==> src/rtl/bsg_nasti_to_fsb_master_connector.sv <==
// NASTI master side to FSB bridge: AR/AW/W requests packed into outbound FSB
// packets, inbound FSB packets unpacked into R/B responses.
module bsg_nasti_to_fsb_master_connector #(
  parameter int destid_p = 1
) (
  input  logic        clk_i,
  input  logic        reset_i,
  input  logic        ar_v_i,
  output logic        ar_ready_o,
  input  logic [31:0] ar_addr_i,
  input  logic [4:0]  ar_id_i,
  input  logic [2:0]  ar_size_i,
  input  logic [7:0]  ar_len_i,
  input  logic        aw_v_i,
  output logic        aw_ready_o,
  input  logic [31:0] aw_addr_i,
  input  logic [4:0]  aw_id_i,
  input  logic [2:0]  aw_size_i,
  input  logic [7:0]  aw_len_i,
  input  logic        w_v_i,
  output logic        w_ready_o,
  input  logic [63:0] w_data_i,
  input  logic [7:0]  w_strb_i,
  input  logic        w_last_i,
  output logic        r_v_o,
  input  logic        r_ready_i,
  output logic [63:0] r_data_o,
  output logic [4:0]  r_id_o,
  output logic [1:0]  r_resp_o,
  output logic        r_last_o,
  output logic        b_v_o,
  input  logic        b_ready_i,
  output logic [4:0]  b_id_o,
  output logic [1:0]  b_resp_o,
  output logic        fsb_v_o,
  output logic [79:0] fsb_data_o,
  input  logic        fsb_yumi_i,
  input  logic        fsb_v_i,
  input  logic [79:0] fsb_data_i,
  output logic        fsb_ready_o,
  output logic [7:0]  drop_count_o
);

  typedef enum logic {IDLE, WDATA} state_e;

  localparam logic [3:0] DestId = 4'(destid_p);
  localparam logic [1:0] TypeA  = 2'b00;
  localparam logic [1:0] TypeAw = 2'b01;
  localparam logic [1:0] TypeW  = 2'b10;

  state_e      state_q, state_d;
  logic [7:0]  cnt_q, cnt_d;
  logic        prio_aw_q;
  logic        out_v_q;
  logic [79:0] out_data_q, pkt_d;
  logic        in_v_q;
  logic [79:0] in_data_q;
  logic [7:0]  drop_q;

  logic slot_free, ar_hs, aw_hs, w_hs;
  logic in_acc, in_bad, in_clr;
  logic unused_bits;

  assign slot_free = ~out_v_q | fsb_yumi_i;
  assign ar_hs     = ar_v_i & ar_ready_o;
  assign aw_hs     = aw_v_i & aw_ready_o;
  assign w_hs      = w_v_i & w_ready_o;

  always_ff @(posedge clk_i) begin
    if (reset_i) begin
      state_q <= IDLE;
      cnt_q   <= '0;
    end else begin
      state_q <= state_d;
      cnt_q   <= cnt_d;
    end
  end

  always_comb begin
    state_d = state_q;
    cnt_d   = cnt_q;
    unique case (state_q)
      IDLE: begin
        if (aw_hs) begin
          cnt_d   = aw_len_i;
          state_d = WDATA;
        end
      end
      WDATA: begin
        if (w_hs) begin
          if (cnt_q == 8'd0) state_d = IDLE;
          else cnt_d = cnt_q - 8'd1;
        end
      end
      default: state_d = IDLE;
    endcase
  end

  // Round-robin: prio_aw_q set means AR won the last grant
  always_comb begin
    ar_ready_o = 1'b0;
    aw_ready_o = 1'b0;
    w_ready_o  = 1'b0;
    if (!reset_i) begin
      unique case (state_q)
        IDLE: begin
          ar_ready_o = slot_free & ar_v_i & (~aw_v_i | ~prio_aw_q);
          aw_ready_o = slot_free & aw_v_i & (~ar_v_i | prio_aw_q);
        end
        WDATA: w_ready_o = slot_free;
        default: ;
      endcase
    end
  end

  always_comb begin
    pkt_d = out_data_q;
    unique case (1'b1)
      ar_hs: pkt_d = {DestId, 1'b0, TypeA, 25'b0,
                      ar_len_i, ar_size_i, ar_id_i, ar_addr_i};
      aw_hs: pkt_d = {DestId, 1'b0, TypeAw, 25'b0,
                      aw_len_i, aw_size_i, aw_id_i, aw_addr_i};
      w_hs:  pkt_d = {DestId, 1'b0, TypeW,
                      w_last_i, w_strb_i, w_data_i};
      default: ;
    endcase
  end

  always_ff @(posedge clk_i) begin
    if (reset_i) begin
      prio_aw_q  <= 1'b0;
      out_v_q    <= 1'b0;
      out_data_q <= '0;
    end else begin
      if (ar_hs) prio_aw_q <= 1'b1;
      else if (aw_hs) prio_aw_q <= 1'b0;
      if (ar_hs | aw_hs | w_hs) begin
        out_v_q    <= 1'b1;
        out_data_q <= pkt_d;
      end else if (fsb_yumi_i) begin
        out_v_q <= 1'b0;
      end
    end
  end

  assign fsb_v_o    = out_v_q & ~reset_i;
  assign fsb_data_o = out_data_q;

  // Only cmd=0 packets of type R or B are worth buffering
  assign in_acc = fsb_v_i & fsb_ready_o;
  assign in_bad = fsb_data_i[75] | fsb_data_i[74];
  assign in_clr = (r_v_o & r_ready_i) | (b_v_o & b_ready_i);

  always_ff @(posedge clk_i) begin
    if (reset_i) begin
      in_v_q    <= 1'b0;
      in_data_q <= '0;
      drop_q    <= '0;
    end else begin
      if (in_acc & ~in_bad) begin
        in_v_q    <= 1'b1;
        in_data_q <= fsb_data_i;
      end else if (in_clr) begin
        in_v_q <= 1'b0;
      end
      if (in_acc & in_bad & (drop_q != 8'hFF))
        drop_q <= drop_q + 8'd1;
    end
  end

  assign fsb_ready_o  = ~in_v_q & ~reset_i;
  assign drop_count_o = drop_q;

  assign r_v_o    = in_v_q & ~reset_i & (in_data_q[73] == 1'b0);
  assign b_v_o    = in_v_q & ~reset_i & (in_data_q[73] == 1'b1);
  assign r_data_o = in_data_q[63:0];
  assign r_id_o   = in_data_q[68:64];
  assign r_resp_o = in_data_q[70:69];
  assign r_last_o = in_data_q[71];
  assign b_id_o   = in_data_q[4:0];
  assign b_resp_o = in_data_q[6:5];

  assign unused_bits = ^{in_data_q[79:74], in_data_q[72]};

endmodule

==> config.mk <==
export PLATFORM = sky130hd
export DESIGN_NAME = bsg_nasti_to_fsb_master_connector
export DESIGN_NICKNAME = d
export VERILOG_FILES = /design/src/rtl/bsg_nasti_to_fsb_master_connector.sv
export SDC_FILE = /design/constraint.sdc
export NUM_CORES = 1
export LEC_CHECK = 0
export ABC_AREA = 0
export CORE_AREA = 2 2 170 172
export CTS_BUF_LIST = sky130_fd_sc_hd__clkbuf_2
export DETAILED_ROUTE_END_ITERATION = 7
export DIE_AREA = 0 0 172 174
export PLACE_DENSITY_LB_ADDON = 0.25
export SYNTH_ARGS = -nofsm -noshare
export SYNTH_HDL_FRONTEND = slang
export SYNTH_SLANG_ARGS = --single-unit
==> constraint.sdc <==
create_clock -name clk_i -period 2.2 [get_ports clk_i]
set_input_delay 0.22 -clock clk_i [delete_from_list [all_inputs] [get_ports clk_i]]
set_output_delay 0.22 -clock clk_i [all_outputs]
set_load 0.05 [all_outputs]
Yosys cells after proc, flatten, opt, wreduce, memory -nomap -nowiden
Index checks and enable logic that the tools add are counted.

operators by class
  reduce and logical (&&, ||, !) cells = 7
  multipliers = 0
  order comparisons = 0
  $add $sub $neg = 2
  div/mod/pow operators = 0
  equal/unequal tests = 4
  bitwise gates (word level) = 34
  shift operators = 0
  mux-type cells = 21

operators by type and width
  cell                                                    count
  one-hot mux 80 bit (3 select lines)                     1
  2-to-1 mux 8 bit                                        3
  bitwise AND 1 bit                                       18
  one-hot mux 8 bit (2 select lines)                      1
  2-to-1 mux 1 bit                                        15
  NOT 1 bit                                               9
  adder 8 x 1 -> 8 bit (second input constant)            1
  logical NOT 8 bit                                       1
  inequality test 8 bit (second input constant)           1
  subtractor 8 x 1 -> 8 bit (second input constant)       1
  OR 1 bit                                                7
  nonzero test 2 bit                                      3
  inequality test 2 bit (second input constant)           2
  AND reduction 3 bit                                     1
  nonzero test 3 bit                                      1
  inequality test 2 x 1 -> 1 bit (second input constant)  1
  one-hot mux 1 bit (2 select lines)                      1
  AND reduction 2 bit                                     1

storage, ports and cells
  ROM bits = 0
  bits in latches = 0
  flip-flop bits (word level) = 174
  input port bits = 258
  output and inout bits = 174
  RAM bits = 0
  memories = 0
  word-level logic and storage cells = 76

Depth between registers and ports, before layout
Gate-level depths: netlist of the first run.

  depth in word-level cells = 10
  mapped depth = 8
  gate-level depth less buffers = 6

Worst setup path after synthesis of the first run
OpenSTA, ideal clock, no wires.

  path kind = input -> register
  start = input ar_v_i
  end = register prio_aw_q
  arrival time = 2.142 ns
  path buffers = 2
  library setup time = 0.066 ns
  required time = 2.134 ns
  path slack = -0.008 ns
  stages on the path = 5
  path through = inv_2 > clkbuf_1 > buf_1 > a211oi_1 > a31o_2

between the ends
  elaborated cells between the ends (all ways) = 13
  those cells by class = mux (5); bitwise (7); reduce/logical (1)

RTL lines
  what                                                    RTL line  text
  from (decl)                                             8         input logic ar_v_i,
  bitwise AND 1 bit (*) (2 in a row)                      107       ar_ready_o = slot_free & ar_v_i & (~aw_v_i | ~prio_aw_q);
  2-to-1 mux 1 bit (*)                                    105       unique case (state_q)
  2-to-1 mux 1 bit (*)                                    104       if (!reset_i) begin
  named net ar_ready_o                                    9         output logic ar_ready_o,
  bitwise AND 1 bit (*)                                   65        assign ar_hs = ar_v_i & ar_ready_o;
  2-to-1 mux 1 bit or nonzero test 2 bit (tied branches)  --
  to (signal assigned)                                    131       prio_aw_q <= 1'b0;
  to (signal assigned)                                    135       if (ar_hs) prio_aw_q <= 1'b1;
  to (signal assigned)                                    136       else if (aw_hs) prio_aw_q <= 1'b0;
  to (decl)                                               53        logic prio_aw_q;

Mark *: on every way through the listed nets, which the timed path passes. The rest lies on a longest branch.
A chain may end at the register's enable or synchronous reset.

Worst setup path after layout of the first run
  start = register state_q
  end = output ar_ready_o

between the ends
  word-level cells in the longest chain between the ends = 2

RTL lines
  what                    RTL line  text
  from (decl)             51        state_e state_q, state_d;
  from (signal assigned)  74        state_q <= state_d;
  2-to-1 mux 1 bit        105
  2-to-1 mux 1 bit        104
  to (decl)               9

No other way between the ends.

==> metrics.md, run 1 <==
| Metric | Value |
|---|---|
| CP arrival | `1840 ps` |
| R2R setup slack | `270 ps` |
| Vias/cell | `4.554` |
| Ys flop type | `dfxtp_1` |
| Largest net degree at the start of global routing | `65` |
| Cells after synthesis | `1003` |
| Clock buffer depth | `2` |
| Routability cong. | `0.8092` |
| # H-tree levels | `4` |
| Share of layout cells above drive strength 1 | `6.494%` |
| Outcome | `complete, no violations` |
| FF-to-FF End | `fsb_data_o[9]$_SDFFE_PP0P_` |
| Routed vias | `8416` |
| Synth Register Bits | `169` |
| # rows | `62` |
| Kind of critical path | `reg -> out` |
| Pre-CTS WS | `162.7 ps` |
| Total die area | `29930 sq um` |
| Total core area | `28240 sq um` |
| Worst reg2reg path depth | `7` |
| WHS Endpoint | `fsb_data_o[60]$_SDFFE_PP0P_` |
| Worst Tran Pin Value | `668.7 ps` |
| Reg2Reg Launch Point | `state_q$_SDFF_PP0_` |
| LEAKAGE | `5.522 nW` |
| Initial core utilization | `27.43%` |
| Power Dens Cells | `537.5 nW/um^2` |
| Synth cell types | `50` |
| Pwr Total | `7.127 mW` |
| RSZ-0062 raised after global routing | `yes` |
| Layout net count | `1711` |
| Max-slew violations | `0` |
| Max VDD drop | `0.0002630 V` |
| Rel. slew slack | `55.42%` |
| FFs w/ async S/R, synth | `0%` |
| EDFF count, synth | `0` |
| CTS tree | `built` |
| Die height | `174 microns` |
| Grt total ovfl | `0` |
| Setup crit start kind | `flop` |
| Clock-pin slew on the worst setup and hold paths | `320 ps` |
| # setup viols final | `0` |
| Crit-path max FO | `6` |
| Seq/Total Area, Yosys | `43.68%` |
| Number of I/O pins | `432` |
| Kind of end point of the critical path | `output port` |
| CTS buffer count | `17` |
| Initial antenna violation count | `2` |
| Clk_skew | `70.67 ps` |
| Layout area overhead | `71.18%` |
| Worst-Skew Late Latency | `730 ps` |
| Fin crit share | `93.49%` |
| Initial drt markers | `488` |
| CP Data Required Time | `1980 ps` |
| Final Hold Fails | `0` |
| PortBufs | `422` |
| Post-placement cell count | `1684` |
| # clock sinks | `169` |
| Setup TNS | `0 ps` |
| Fmax | `486.2 MHz` |
| Die width | `172 microns` |
| Wire per inst | `15.90 microns` |
| Final Non-Filler Cells | `1848` |
| Worst hold stages | `3` |
| Synth top area cells | `dfxtp_1, nor2_1, buf_4` |
| Post-synth top area cell | `dfxtp_1` |
| Post-Syn Area per Cell | `7.723 sq um` |
| Ys Warns | `0` |
| Worst setup margin | `143.2 ps` |
| Minimum clock period | `2057 ps` |
| Synthesized area | `7746 sq um` |
| Total track usage | `18.69%` |
| Max-cap violations | `0` |
| Root Buffer | `clkbuf_2` |
| Wire length of the first global-routing pass | `44020 microns` |
| DRC violations left | `0` |
| Iteration count of the initial detailed-routing pass | `5` |
| Worst hold path class | `in -> reg` |
| Post-detailed-route count of antenna-violating nets | `0` |
| Final HPWL DP | `19920 microns` |
| Vias in the first global route | `8116` |
| Hold Path Origin | `w_data_i[60]` |
| Post-synth top area share | `43.68%` |
| Final WL | `29390 microns` |
==> worst max path at each step <==
stage,startpoint,to,slack (ps),cells past startpoint
CTS,state_q$_SDFF_PP0_,ar_ready_o,2,4
floorplan,reset_i,r_v_o,280,3
finish,state_q$_SDFF_PP0_,ar_ready_o,140,4
global placement,fsb_v_i,in_data_q[8]$_SDFFE_PP0P_,170,7
global route,state_q$_SDFF_PP0_,ar_ready_o,-30,4
detailed placement,fsb_v_i,in_data_q[1]$_SDFFE_PP0P_,160,7
==> synthesized netlist by cell type (3+ instances only) <==
cell type / count
ha_1: 3
a21oi_1: 84
nor4b_1: 47
o32ai_1: 4
nand3_1: 5
inv_1: 10
nand4_1: 3
buf_4: 83
dfxtp_1: 169
xor2_1: 3
a22oi_1: 25
nor2_1: 181
clkbuf_1: 49
xnor2_1: 3
nand2_1: 156
o21ai_0: 54
mux2i_1: 3
buf_1: 8
a211oi_1: 3
buf_2: 14
nor3_1: 52
nor2b_1: 6
and3_1: 3
==> power breakdown <==
part	internal [mW]	switching, mW
clock network	0.353	1.31
registers	3.23	0.0830
logic	0.961	1.19
total	4.54	2.58
==> timing repair <==
| item | CTS | global route |
|---|---|---|
| hold buffers | 123 | 3 |
| hold endpoints to repair | 135 | 3 |
| buffers inserted | 2 | 3 |
| gates resized for setup | 171 | 7 |
| pin swaps | 1 | 1 |
| endpoints found under the setup margin | 166 | 3 |
==> cell type report <==
class / count / area [sq um]
fillers: 2802 / 14980
flip-flops and latches: 169 / 3391
clock inverters: 14 / 132.6
inverters: 12 / 50.05
diodes: 1 / 2.502
well taps: 384 / 480.5
repair buffers: 580 / 5633
clock buffers: 18 / 90.09
multi-input cells: 670 / 3481
==> cell families (layout without fill, tap and decap cells) <==
family / count (synthesis) / after routing / share of synthesized area (%)
and+or+nand+nor: 467 / 467 / 28.22
AOI/OAI and AO/OA: 187 / 187 / 14.07
DFF: 169 / 169 / 43.68
buffers and inverters: 167 / 624 / 12.44
xor gates and xnor gates: 6 / 6 / 0.6785
adders and majority gates: 3 / 3 / 0.4846
muxes: 3 / 3 / 0.3877
other: 1 / 5 / 0.04841
==> stage by stage <==
stage	util [%]	hold WS [ps]	area [sq um]
floorplan	-	356.0	7762
global placement	42.13	441.7	11900
detailed placement	42.13	445.9	11900
CTS	46.69	0.4602	13180
global route	46.96	14.41	13260
finish	46.96	107.8	13260
==> sequential cells by signal, summed over array words and instances (netlist names) <==
name and cells:
out_v_q 1, fsb_data_o 76, in_v_q 1, drop_count_o 8
state_q 1, prio_aw_q 1, cnt_q 8, in_data_q 73
==> worst max-delay path: stages (launching register included) <==
cell      delay, ps
dfxtp_4         430
inv_6            80
nand3_4         120
a211oi_4        310
buf_12          180
==> routing by layer <==
metal,vias up,wire length (microns),GRT usage (%)
met3,39,2465,5.260
met4,2,669,6.828
li1,4195,-,-
met2,336,14160,32.55
met1,3844,12080,21.67
met5,-,12,0
==> cells in the final DEF, fill, tap and decap left out, types with 3 or more instances in the layout <==
master and count:
clkdlybuf4s50_1 251, nor2_1 181, dfxtp_1 167, dlygate4sd2_1 163
nand2_1 155, dlygate4sd3_1 126, a21oi_1 84, o21ai_0 53
nor3_1 52, nor4b_1 47, buf_4 28, a22oi_1 25
clkbuf_2 18, buf_12 10, inv_1 8, nor2b_1 6
inv_8 5, nand3_1 4, o32ai_1 4, conb_1 4
clkinvlp_4 4, inv_6 3, and3_1 3, nand4_1 3
xor2_1 3, mux2i_1 3, xnor2_1 3, ha_1 3
Note: power is estimated with default switching activity, not from simulation.
==> run 2, diff against run 1 <==
- GPL_ROUTABILITY_DRIVEN: not set -> 0
==> results of run 2 <==
Same layout as run 1: the final DEF is identical, and so are final timing and power.
